## src/rtl/phy_mem_ctrl.sv

```systemverilog
// Physical memory controller: turns dev_mem word accesses into timed strobes on two async 32-bit SRAM banks.
// Optional single-entry read buffer is built when PHY_MEM_RDBUF_EN is defined.
module phy_mem_ctrl #(
   parameter int unsigned WAIT_CYCLES = 2,
   parameter int unsigned RAM_AWIDTH  = 20
) (
   input  logic                  clk,
   input  logic                  rst,
   input  logic [31:0]           dev_mem_addr,
   input  logic [31:0]           dev_mem_data_out,
   input  logic                  dev_mem_is_write,
   input  logic                  opt_is_lw,
   output logic [31:0]           dev_mem_data_in,
   output logic                  dev_mem_busy,
   output logic [RAM_AWIDTH-1:0] sram_addr,
   output logic [31:0]           sram_dq_out,
   input  logic [31:0]           sram_dq_in,
   output logic                  sram_dq_oe,
   output logic [1:0]            sram_ce_n,
   output logic                  sram_oe_n,
   output logic                  sram_we_n,
   output logic                  addr_err
);

   typedef enum logic [1:0] {IDLE, SETUP, STROBE, DONE} state_t;

   localparam logic [3:0] WAIT_LOAD = 4'(WAIT_CYCLES - 1);

   state_t                state_q;
   logic [3:0]            wait_q;
   logic [29:0]           addr_q;
   logic [31:0]           data_q;
   logic                  is_write_q;
   logic                  in_range_q;
   logic [31:0]           rdata_q;
   logic [RAM_AWIDTH-1:0] sram_addr_q;
   logic [31:0]           dq_out_q;
   logic                  dq_oe_q;
   logic [1:0]            ce_n_q;
   logic                  oe_n_q;
   logic                  we_n_q;
   logic                  addr_err_q;

   logic       req_in_range;
   logic [1:0] req_ce_n;
   logic       req_match;

   assign req_in_range = (dev_mem_addr[31:23] == 9'd0);
   assign req_ce_n     = !req_in_range ? 2'b11 : (dev_mem_addr[22] ? 2'b01 : 2'b10);

   // The core may have moved on while the SRAM cycle ran; only an unchanged request completes.
   assign req_match = (dev_mem_addr[31:2] == addr_q) && (dev_mem_is_write == is_write_q)
                   && (!is_write_q || (dev_mem_data_out == data_q));

`ifdef PHY_MEM_RDBUF_EN
   logic        buf_valid_q;
   logic [29:0] buf_addr_q;
   logic [31:0] buf_data_q;
   logic        buf_hit;
   logic [1:0]  unused_addr;

   assign buf_hit     = !dev_mem_is_write && !opt_is_lw && buf_valid_q
                     && (buf_addr_q == dev_mem_addr[31:2]);
   assign unused_addr = dev_mem_addr[1:0];
`else
   logic [2:0]  unused_in;

   assign unused_in = {opt_is_lw, dev_mem_addr[1:0]};
`endif

   // NOTE: sequential state uses non-blocking assignments so every register samples pre-edge values.
   always_ff @(posedge clk or posedge rst) begin
      if (rst) begin
         state_q     <= IDLE;
         wait_q      <= '0;
         addr_q      <= '0;
         data_q      <= '0;
         is_write_q  <= 1'b0;
         in_range_q  <= 1'b0;
         rdata_q     <= '0;
         sram_addr_q <= '0;
         dq_out_q    <= '0;
         dq_oe_q     <= 1'b0;
         ce_n_q      <= 2'b11;
         oe_n_q      <= 1'b1;
         we_n_q      <= 1'b1;
         addr_err_q  <= 1'b0;
`ifdef PHY_MEM_RDBUF_EN
         // NOTE: only the valid bit needs reset; buffer data is never used while invalid.
         buf_valid_q <= 1'b0;
         buf_addr_q  <= '0;
`endif
      end else begin
         case (state_q)
            IDLE: begin
               addr_q     <= dev_mem_addr[31:2];
               data_q     <= dev_mem_data_out;
               is_write_q <= dev_mem_is_write;
               in_range_q <= req_in_range;
`ifdef PHY_MEM_RDBUF_EN
               if (buf_hit) begin
                  rdata_q <= buf_data_q;
                  state_q <= DONE;
               end else
`endif
               begin
                  sram_addr_q <= dev_mem_addr[RAM_AWIDTH+1:2];
                  ce_n_q      <= req_ce_n;
                  dq_oe_q     <= dev_mem_is_write;
                  if (dev_mem_is_write) begin
                     dq_out_q <= dev_mem_data_out;
                  end
                  state_q <= SETUP;
               end
            end
            SETUP: begin
               wait_q  <= WAIT_LOAD;
               oe_n_q  <= ~(~is_write_q & in_range_q);
               we_n_q  <= ~(is_write_q & in_range_q);
               state_q <= STROBE;
            end
            STROBE: begin
               if (wait_q == 4'd0) begin
                  oe_n_q     <= 1'b1;
                  we_n_q     <= 1'b1;
                  addr_err_q <= ~in_range_q;
                  if (!is_write_q) begin
                     rdata_q <= in_range_q ? sram_dq_in : 32'd0;
                  end
`ifdef PHY_MEM_RDBUF_EN
                  if (!is_write_q && in_range_q) begin
                     buf_valid_q <= 1'b1;
                     buf_addr_q  <= addr_q;
                     buf_data_q  <= sram_dq_in;
                  end else if (is_write_q && buf_valid_q && (buf_addr_q == addr_q)) begin
                     buf_data_q <= data_q;
                  end
`endif
                  state_q <= DONE;
               end else begin
                  wait_q <= wait_q - 4'd1;
               end
            end
            DONE: begin
               // Chip enables and write data were held through DONE for write hold time.
               addr_err_q <= 1'b0;
               ce_n_q     <= 2'b11;
               dq_oe_q    <= 1'b0;
               state_q    <= IDLE;
            end
            default: state_q <= IDLE;
         endcase
      end
   end

   assign dev_mem_busy    = !((state_q == DONE) && req_match);
   assign dev_mem_data_in = rdata_q;
   assign sram_addr       = sram_addr_q;
   assign sram_dq_out     = dq_out_q;
   assign sram_dq_oe      = dq_oe_q;
   assign sram_ce_n       = ce_n_q;
   assign sram_oe_n       = oe_n_q;
   assign sram_we_n       = we_n_q;
   assign addr_err        = addr_err_q;

endmodule
```

## config.mk

```make
export PLATFORM = sky130hd
export DESIGN_NAME = phy_mem_ctrl
export DESIGN_NICKNAME = d
export VERILOG_FILES = /design/src/rtl/phy_mem_ctrl.sv
export SDC_FILE = /design/constraint.sdc
export NUM_CORES = 1
export LEC_CHECK = 0
export ABC_CLOCK_PERIOD_IN_PS = 12030
export BUFFER_PORTS_ARGS = -buffer_cell sky130_fd_sc_hd__buf_2
export CORE_MARGIN = 2
export CORE_UTILIZATION = 55
export DETAILED_ROUTE_END_ITERATION = 10
export PLACE_DENSITY = 0.95
export SETUP_SLACK_MARGIN = 0.02
export SLEW_MARGIN = 20
export SYNTH_ARGS = -nofsm -noshare
export SYNTH_HDL_FRONTEND = slang
export SYNTH_SLANG_ARGS = --single-unit
```

## constraint.sdc

```tcl
create_clock -name clk -period 12.03 [get_ports clk]
set_input_delay 1.8045 -clock clk [delete_from_list [all_inputs] [get_ports clk]]
set_output_delay 1.8045 -clock clk [all_outputs]
set_load 0.05 [all_outputs]
```

=== Word-level counts from Yosys, hierarchy flattened ===
Cells that the tools add are included.

* Bits in registers: 160
* Word-level logic and storage cells: 60

* $add $sub $neg: 1
* Equality and inequality tests: 8
* Muxes and demuxes: 14
* Bitwise gates (word level): 6
* Reduce and logical (&&, ||, !) cells: 17

{| class="wikitable"
|+ Operator list
! operator !! count
|-
| 32-bit equality test || 1
|-
| 32-bit 2-to-1 mux || 1
|-
| 30-bit equality test || 1
|-
| 9-bit logical NOT || 1
|-
| 1-bit case mux with 2 select lines || 4
|-
| 2-bit case mux with 4 select lines || 1
|-
| 4-bit case mux with 2 select lines || 1
|-
| 2-bit AND reduction || 4
|-
| 2-bit 2-to-1 mux || 3
|-
| 2-bit nonzero test || 3
|-
| 2-bit equality test, second input constant || 2
|-
| 4-bit logical NOT || 1
|-
| 4-bit 2-to-1 mux || 1
|-
| 2-bit inequality test, second input constant || 2
|-
| 1-bit NOT || 4
|-
| 2-bit case mux with 2 select lines || 1
|-
| 4-bit by 1-bit subtractor with 4-bit output, second input constant || 1
|-
| 1-bit logical AND || 3
|-
| 3-bit AND reduction || 1
|-
| 1-bit AND || 2
|-
| 2-bit by 1-bit equality test with 1-bit output, second input constant || 1
|-
| 1-bit logical NOT || 2
|-
| 2-bit logical NOT || 1
|-
| 1-bit 2-to-1 mux || 2
|-
| other kinds (2) || 2
|}

=== Longest topological paths before layout ===
Gate-level depths: netlist of run 1.

* Depth in word-level cells: 5
* Gate-level depth with buffers: 9
* Mapped depth without buffers: 7

=== Worst setup path after synthesis of run 1 ===
OpenSTA, ideal clock, no wires.

* Path kind: input -> output
* Start point: input port dev_mem_data_out[22]
* End point: output port dev_mem_busy
* Data arrival time: 2.862 ns
* Path slack: 7.364 ns
* Stages: 5
* Buffers on the path: 0
* Cell sequence: xor2_1 > nor4_1 > nand4_1 > o21ai_0 > nand3_1

* Cells in the longest elaborated chain, start to end: 5

{| class="wikitable"
|+ Ends and longest elaborated chain
! element !! RTL line !! source
|-
| start: declaration || 10 || <nowiki>input logic [31:0] dev_mem_data_out,</nowiki>
|-
| 32-bit equality test || 53 || <nowiki>&& (!is_write_q || (dev_mem_data_out == data_q));</nowiki>
|-
| 1-bit logical OR || 53 ||
|-
| 1-bit logical AND || 53 ||
|-
| 1-bit logical AND || 156 || <nowiki>assign dev_mem_busy = !((state_q == DONE) && req_match);</nowiki>
|-
| 1-bit logical NOT || 156 ||
|-
| end: declaration || 14 || <nowiki>output logic dev_mem_busy,</nowiki>
|}

No other way between the ends.

=== Final worst setup path of run 1 ===
* Start point: input port dev_mem_data_out[23]
* End point: output port dev_mem_busy

The elaborated chain is that of the path after synthesis.

==> results.yml, run 1 <==
setup_path:
  critical_path_class: "in2out"
  worst_setup_path_start_kind: "primary input"
  path_common_cell: "buf_2"
  critPathCaptureType: "output port"
  critPathSlowestCell: "nor4_1"
  slowest_delay_ps: 410
  path_cells: "buf_2 > xor2_1 > nor4_1 > nand4_1 > o21ai_0 > nand3_1 > buf_2"
  cp_max_fo: 3
  path_buf_inv: 2
  worst-endpoint-arrival_ps: 3320
  worstPathRequired_ps: 10230
  critPathTopFamily: "simple AND/OR/NAND/NOR gates"
clock_tree:
  htreeDepth: 4
  clock_latency_ps: 410
  postCtsSetupRepairBufs: 0
  cts_resized: 0
  cts_buffers: 17
  root_buffer: "clkbuf_16"
  cts_max_path_buffers: 2
  tritoncts: "built"
  cts.sinks: 140
  clk_pin_slew_worst_paths_ps: 50
  postCtsHoldBufs: 0
floorplanning:
  rows: 39
  io_pins: 191
  fp.dieH_um: 112
  dieArea_sq_um: 12600
  core_sq_um: 11400
  fp.dieW_um: 112
  start_util_pct: 56.3
route:
  vias: 4311
  wl_per_cell_um: 15.5
  via_per_inst: 5.16
  ant_nets: 0
  drt_first_iter_violations: 278
  route.detailed.drc: 0
  wl_um: 13000
  drtPass1Iterations: 4
power:
  power_density_nw_per_um2: 154
  peakVddDrop_mv: 0.121
  finalPower_mw: 1.22
  leakagePower_nw: 3.65
place:
  dp_hpwl_um: 9410
  portBuffers: 187
  dp_worst_setup_slack_ps: 6860
  gp_congestion: 0.778
  post_dp_cell_area_sq_um: 7270
logic_synthesis:
  synthAdderAreaFrac_pct: 1.17
  yosys_warnings: 0
  syn_area_sq_um: 6430
  synthSimpleGateAreaFrac_pct: 7.90
  postSynthCellCount: 511
  syn_area_per_cell_sq_um: 12.6
  muxShareOfSynthArea_pct: 16.8
  synth_top_family_by_area: "multiplexers"
  ys_seq_area_share_pct: 54.6
  netlist-cell-type-count: 34
  synthXorXnorAreaFrac_pct: 8.72
  yosys_register_bits: 140
  synthesis.nets: 617
  synth-compound-area-share_pct: 5.60
layout:
  final_layout_size_suffix_gt1_share_pct: 51.3
  n_antenna_cell: 0
  fillers: 774
  regArea_sq_um: 3510
  layout_commonest_cell: "buf_2"
  final_util_pct: 69.4
  fin_area_sq_um: 7920
  syn_to_final_growth_pct: 23.2
  num-nets-final: 785
  multiInputGateArea_sq_um: 2590
  final_cell_mix: "buf_2, dfrtp_1, mux2_2"
global_route:
  met2_usage_pct: 36.7
  first_global_vias: 4503
  grt_pass1_wl_um: 21300
  grtUsageMet3_pct: 5.24
  track_usage_pct: 21.3
  grt_overflow: 0
  busiest_layer: "met2"
  antenna_found_initial: 0
  met1_usage_pct: 25.8
  grt_max_degree: 76
min_path:
  hold_class: "reg2reg"
timing:
  period_share_pct: 42.6
  finalHoldViolCount: 0
  period_minus_slack_ps: 5120
  slew_headroom_pct: 38.3
  drv_slew: 0
  grt_setup_unrepaired: "false"
  finalSetupTns_ps: 0
  fmax_ghz: 0.195
  skew_ps: 4.93
  worst_slew_pin_slew_ps: 925
  setup_violations: 0
  finalWorstSetupSlack_ps: 6910
job:
  drv_cap: 0
outcome:
  status: "finished clean"
-- worst min-delay path: stages (launching register included) --
cell,delay (ps)
dfrtp_1,330
nand2_1,60
o21ai_2,50
-- flip-flops by register name, indices dropped and copies added (netlist names) --
name,flops
data_q,32
dev_mem_data_in,32
sram_dq_out,32
addr_q,30
wait_q,4
sram_ce_n,2
state_q,2
addr_err,1
in_range_q,1
is_write_q,1
sram_dq_oe,1
sram_oe_n,1
sram_we_n,1
-- per-stage QoR --
step / cells / hold slack (ps)
global placement: 803 / 453
detailed placement: 803 / 459
global route: 835 / 489
finish: 835 / 470
CTS: 835 / 471
floorplan: 511 / 462
-- area by class of cell --
type | count | share of cell area [%]
Clock buffer | 18 | 5.42
Multi-Input combinational cell | 321 | 32.7
Tap cell | 143 | 2.26
Clock inverter | 14 | 2.76
Sequential cell | 140 | 44.3
Timing Repair Buffer | 190 | 12.1
Inverter | 9 | 0.490
-- path summary, 6_finish.rpt --
kind	cells after the start	slack, ps	startpoint	endpoint
worst max-delay path	7	6910	dev_mem_data_out[23]	dev_mem_busy
worst min register to register	2	470	dev_mem_data_in[14]	dev_mem_data_in[14]
worst max register to register	6	9440	state_q[1]	sram_dq_out[14]
min in group asynchronous	2	1460	rst	dev_mem_data_in[3]
max in group asynchronous	3	9190	rst	data_q[20]
worst min-delay path	2	470	dev_mem_data_in[14]	dev_mem_data_in[14]
-- cell families (layout without fill, tap and decap cells) --
kind of cell,Yosys count,in the layout
muxes,96,96
adders and majority gates,6,6
xor gates and xnor gates,64,64
buffers and inverters,50,231
and+or+nand+nor,108,108
AOI/OAI and AO/OA,47,47
DFF,140,140
-- cell usage after synthesis (all sizes together) --
| library cell | number | area (sq um) |
|---|---|---|
| nor3 | 5 | 25.0 |
| nand2 | 69 | 275 |
| dfstp | 4 | 105 |
| xor2 | 32 | 280 |
| dfrtp | 136 | 3400 |
| buf | 38 | 293 |
| o21ai | 37 | 290 |
| nand4 | 10 | 62.6 |
| nor2b | 3 | 26.3 |
| a32o | 1 | 10.0 |
| mux2 | 95 | 1070 |
| a31oi | 2 | 12.5 |
| a21oi | 4 | 20.0 |
| nor2 | 5 | 21.3 |
| nand2b | 1 | 6.26 |
| mux2i | 1 | 10.0 |
| and3 | 1 | 6.26 |
| or3 | 1 | 6.26 |
| nor4 | 11 | 68.8 |
| nand3 | 2 | 10.0 |
| clkbuf | 3 | 11.3 |
| a21bo | 1 | 10.0 |
| ha | 6 | 75.1 |
| a221oi | 1 | 8.76 |
| inv | 9 | 33.8 |
| o32ai | 1 | 8.76 |
| xnor2 | 32 | 280 |
-- power breakdown --
group	switching, mW	internal (mW)	leakage [nW]
sequential	0.0141	0.493	1.71
combinational	0.0941	0.0490	1.64
clock	0.197	0.369	0.304
total	0.305	0.911	3.65
-- per-layer routing --
metal,part of all wire [%],wire length (um)
met1,41,5370
met4,1.4,185
met3,5.5,718
met5,0,0
met2,52,6690
Note: power is estimated with default switching activity, not from simulation.
==> run 2: changes to the inputs <==
--- a/config.mk
+++ b/config.mk
@@ -5,12 +5,13 @@
 export SDC_FILE = /design/constraint.sdc
 export NUM_CORES = 1
 export LEC_CHECK = 0
-export ABC_CLOCK_PERIOD_IN_PS = 12030
+export ABC_AREA = 1
+export ABC_CLOCK_PERIOD_IN_PS = 4850
 export BUFFER_PORTS_ARGS = -buffer_cell sky130_fd_sc_hd__buf_2
 export CORE_MARGIN = 2
-export CORE_UTILIZATION = 55
+export CORE_UTILIZATION = 52
 export DETAILED_ROUTE_END_ITERATION = 10
-export PLACE_DENSITY = 0.95
+export PLACE_DENSITY = 0.91
 export SETUP_SLACK_MARGIN = 0.02
 export SLEW_MARGIN = 20
 export SYNTH_ARGS = -nofsm -noshare
==> constraint.sdc (replaced) <==
create_clock -name clk -period 4.85 [get_ports clk]
set_input_delay 0.7275 -clock clk [delete_from_list [all_inputs] [get_ports clk]]
set_output_delay 0.7275 -clock clk [all_outputs]
set_load 0.05 [all_outputs]
==> run 2 against run 1 <==
Worst hold slack better by 14 ps. Critical endpoint unchanged. Non-clock buffer count up 1. Synthesized cell count up 50%. Clock-buffer cell count unchanged.
==> results.yml, run 2 <==
outcome:
  status: "finished clean"
route:
  drtPass1Iterations: 4
  via_per_inst: 4.91
  ant_nets: 0
  wl_um: 15000
  wl_per_cell_um: 13.4
  dr_wl_met3_um: 1060
  drt_first_iter_violations: 232
  route.detailed.drc: 0
  met2_length_um: 7130
  drt-met1-wl_um: 6530
  highest-signal-layer: "met4"
  vias: 5459
place:
  dp_hpwl_um: 10700
  post_dp_cell_area_sq_um: 7480
  portBuffers: 187
  gp_congestion: 0.854
timing:
  skew_ps: 3.81
  period_minus_slack_ps: 2760
  finalHoldViolCount: 0
  worst_slew_pin_slew_ps: 873
  grt_setup_unrepaired: "false"
  slew_headroom_pct: 41.8
  finalSetupTns_ps: 0
  period_share_pct: 56.8
  fmax_ghz: 0.363
  drv_slew: 0
  setup_violations: 0
floorplanning:
  core_sq_um: 12500
  fp.dieH_um: 117
  rows: 41
  fp.dieW_um: 117
  start_util_pct: 52.9
  io_pins: 191
  dieArea_sq_um: 13600
layout:
  fin_area_sq_um: 8060
  final_layout_size_suffix_gt1_share_pct: 26.0
  num-nets-final: 1032
  syn_to_final_growth_pct: 21.7
  layout_commonest_cell: "nand2_1"
  final_cell_mix: "nand2_1, buf_2, dfrtp_1"
power:
  finalPower_mw: 2.87
  leakagePower_nw: 4.32
  peakVddDrop_mv: 0.255
  power_density_nw_per_um2: 356
logic_synthesis:
  yosys_register_bits: 140
  yosys_warnings: 0
  synthesis.nets: 874
  synthTopCellsByCount: "nand2_1, dfrtp_1, o21ai_0, inv_1, nor2_1"
  yosysTopAreaCell: "dfrtp_1"
  async_flop_share_pct: 100
  synth.most_common_cell: "nand2_1"
  postSynthCellCount: 768
  yosys-top-cells-area: "dfrtp_1, nand2_1, o21ai_0"
  synth_edf_count: 0
  syn_area_sq_um: 6620
  netlist-cell-type-count: 29
  synth_ff_type: "dfrtp_1"
  syn_area_per_cell_sq_um: 8.62
  ys_seq_area_share_pct: 53.0
  yosys.area.top_type_share_pct: 51.4
global_route:
  grt_pass1_wl_um: 23500
  first_global_vias: 4999
  track_usage_pct: 22.3
  grt_overflow: 0
  antenna_found_initial: 2
  grt_max_degree: 102
setup_path:
  critical_path_class: "reg2out"
  cp_max_fo: 37
  worstPathRequired_ps: 4120
  critPathCaptureType: "output port"
  worst_setup_path_start_kind: "flop"
  r2r_slack_ps: 2490
  worst-endpoint-arrival_ps: 2030
job:
  drv_cap: 0
clock_tree:
  tritoncts: "built"
  cts_buffers: 17
  htreeDepth: 4
  cts_resized: 0
  clock_latency_ps: 410
  postCtsSetupRepairBufs: 0
  cts_max_path_buffers: 2
  postCtsHoldBufs: 0
  clk_pin_slew_worst_paths_ps: 60
  root_buffer: "clkbuf_16"
  cts.sinks: 140
min_path:
  hold_class: "reg2reg"
[run 2: cell types whose count changed in the layout (fill, tap and decap cells not counted), sizes merged, moves of 7 or more]
cell	previous run	this run
o22ai	0	7
inv	10	71
xor2	32	5
nand4	10	1
nand3	2	36
nor4	11	0
o21ai	37	109
nand2	69	254
mux2	95	20
xnor2	32	24
nor2	5	39
[run 2: worst max-delay path, cell delays in order, from the launching register on]
cell	delay, ps
dfrtp_2	770
xor2_1	140
nor2_1	120
nand2_1	60
nor2_1	110
nand2_1	60
nor2_1	100
nand2_1	50
buf_2	210
[run 2: report_power, final]
group | internal [mW] | leakage (nW) | switching (mW)
logic | 0.105 | 2.33 | 0.249
registers | 1.22 | 1.71 | 0.0337
clock network | 0.757 | 0.276 | 0.498
total | 2.08 | 4.32 | 0.781
[run 2: metrics by stage]
| step | cells | util [%] | setup WS, ps | hold slack, ps |
|---|---|---|---|---|
| after CTS | 1111 | 64.3 | 1690 | 489 |
| final | 1112 | 64.4 | 2090 | 483 |
| after detailed placement | 1079 | 59.7 | 2150 | 475 |
| after global placement | 1079 | 59.7 | 2170 | 462 |
| after global routing | 1111 | 64.3 | 1910 | 506 |
| after floorplan | 768 | - | 376 | 462 |
[run 2: layout make-up]
| class | instances | area (sq um) |
|---|---|---|
| sequential | 140 | 3510 |
| fill | 1057 | 4460 |
| clock buffer | 18 | 429 |
| clock inverter | 14 | 146 |
| timing repair buffer | 191 | 966 |
| tap | 172 | 215 |
| multi-input combinational | 507 | 2520 |
| antenna | 1 | 2.50 |
| inverter | 69 | 267 |
[run 2: cell families (layout without fill, tap and decap cells)]
kind of cell / after synthesis / after routing / share of synthesized area, %
and+or+nand+nor: 332 / 332 / 20.2
other: 0 / 1 / 0
buffers and inverters: 121 / 292 / 8.94
xor gates and xnor gates: 29 / 29 / 3.84
DFF: 140 / 140 / 53.0
muxes: 20 / 20 / 3.40
adders and majority gates: 6 / 6 / 1.13
AOI/OAI and AO/OA: 120 / 120 / 9.42
[run 2: layer usage]
metal / vias up / track usage [%]
met2: 170 / 37.0
met3: 20 / 6.18
li1: 2742 / -
met4: 0 / 7.61
met5: - / 0
met1: 2527 / 28.4
[run 2: path summary, 6_finish.rpt]
path,from,to,cells past startpoint
max,is_write_q,dev_mem_busy,8
min,sram_dq_out[25],sram_dq_out[25],1
max reg2reg,state_q[0],sram_dq_out[6],4
min reg2reg,sram_dq_out[25],sram_dq_out[25],1
max in group asynchronous,rst,is_write_q,3
min in group asynchronous,rst,dev_mem_data_in[20],2
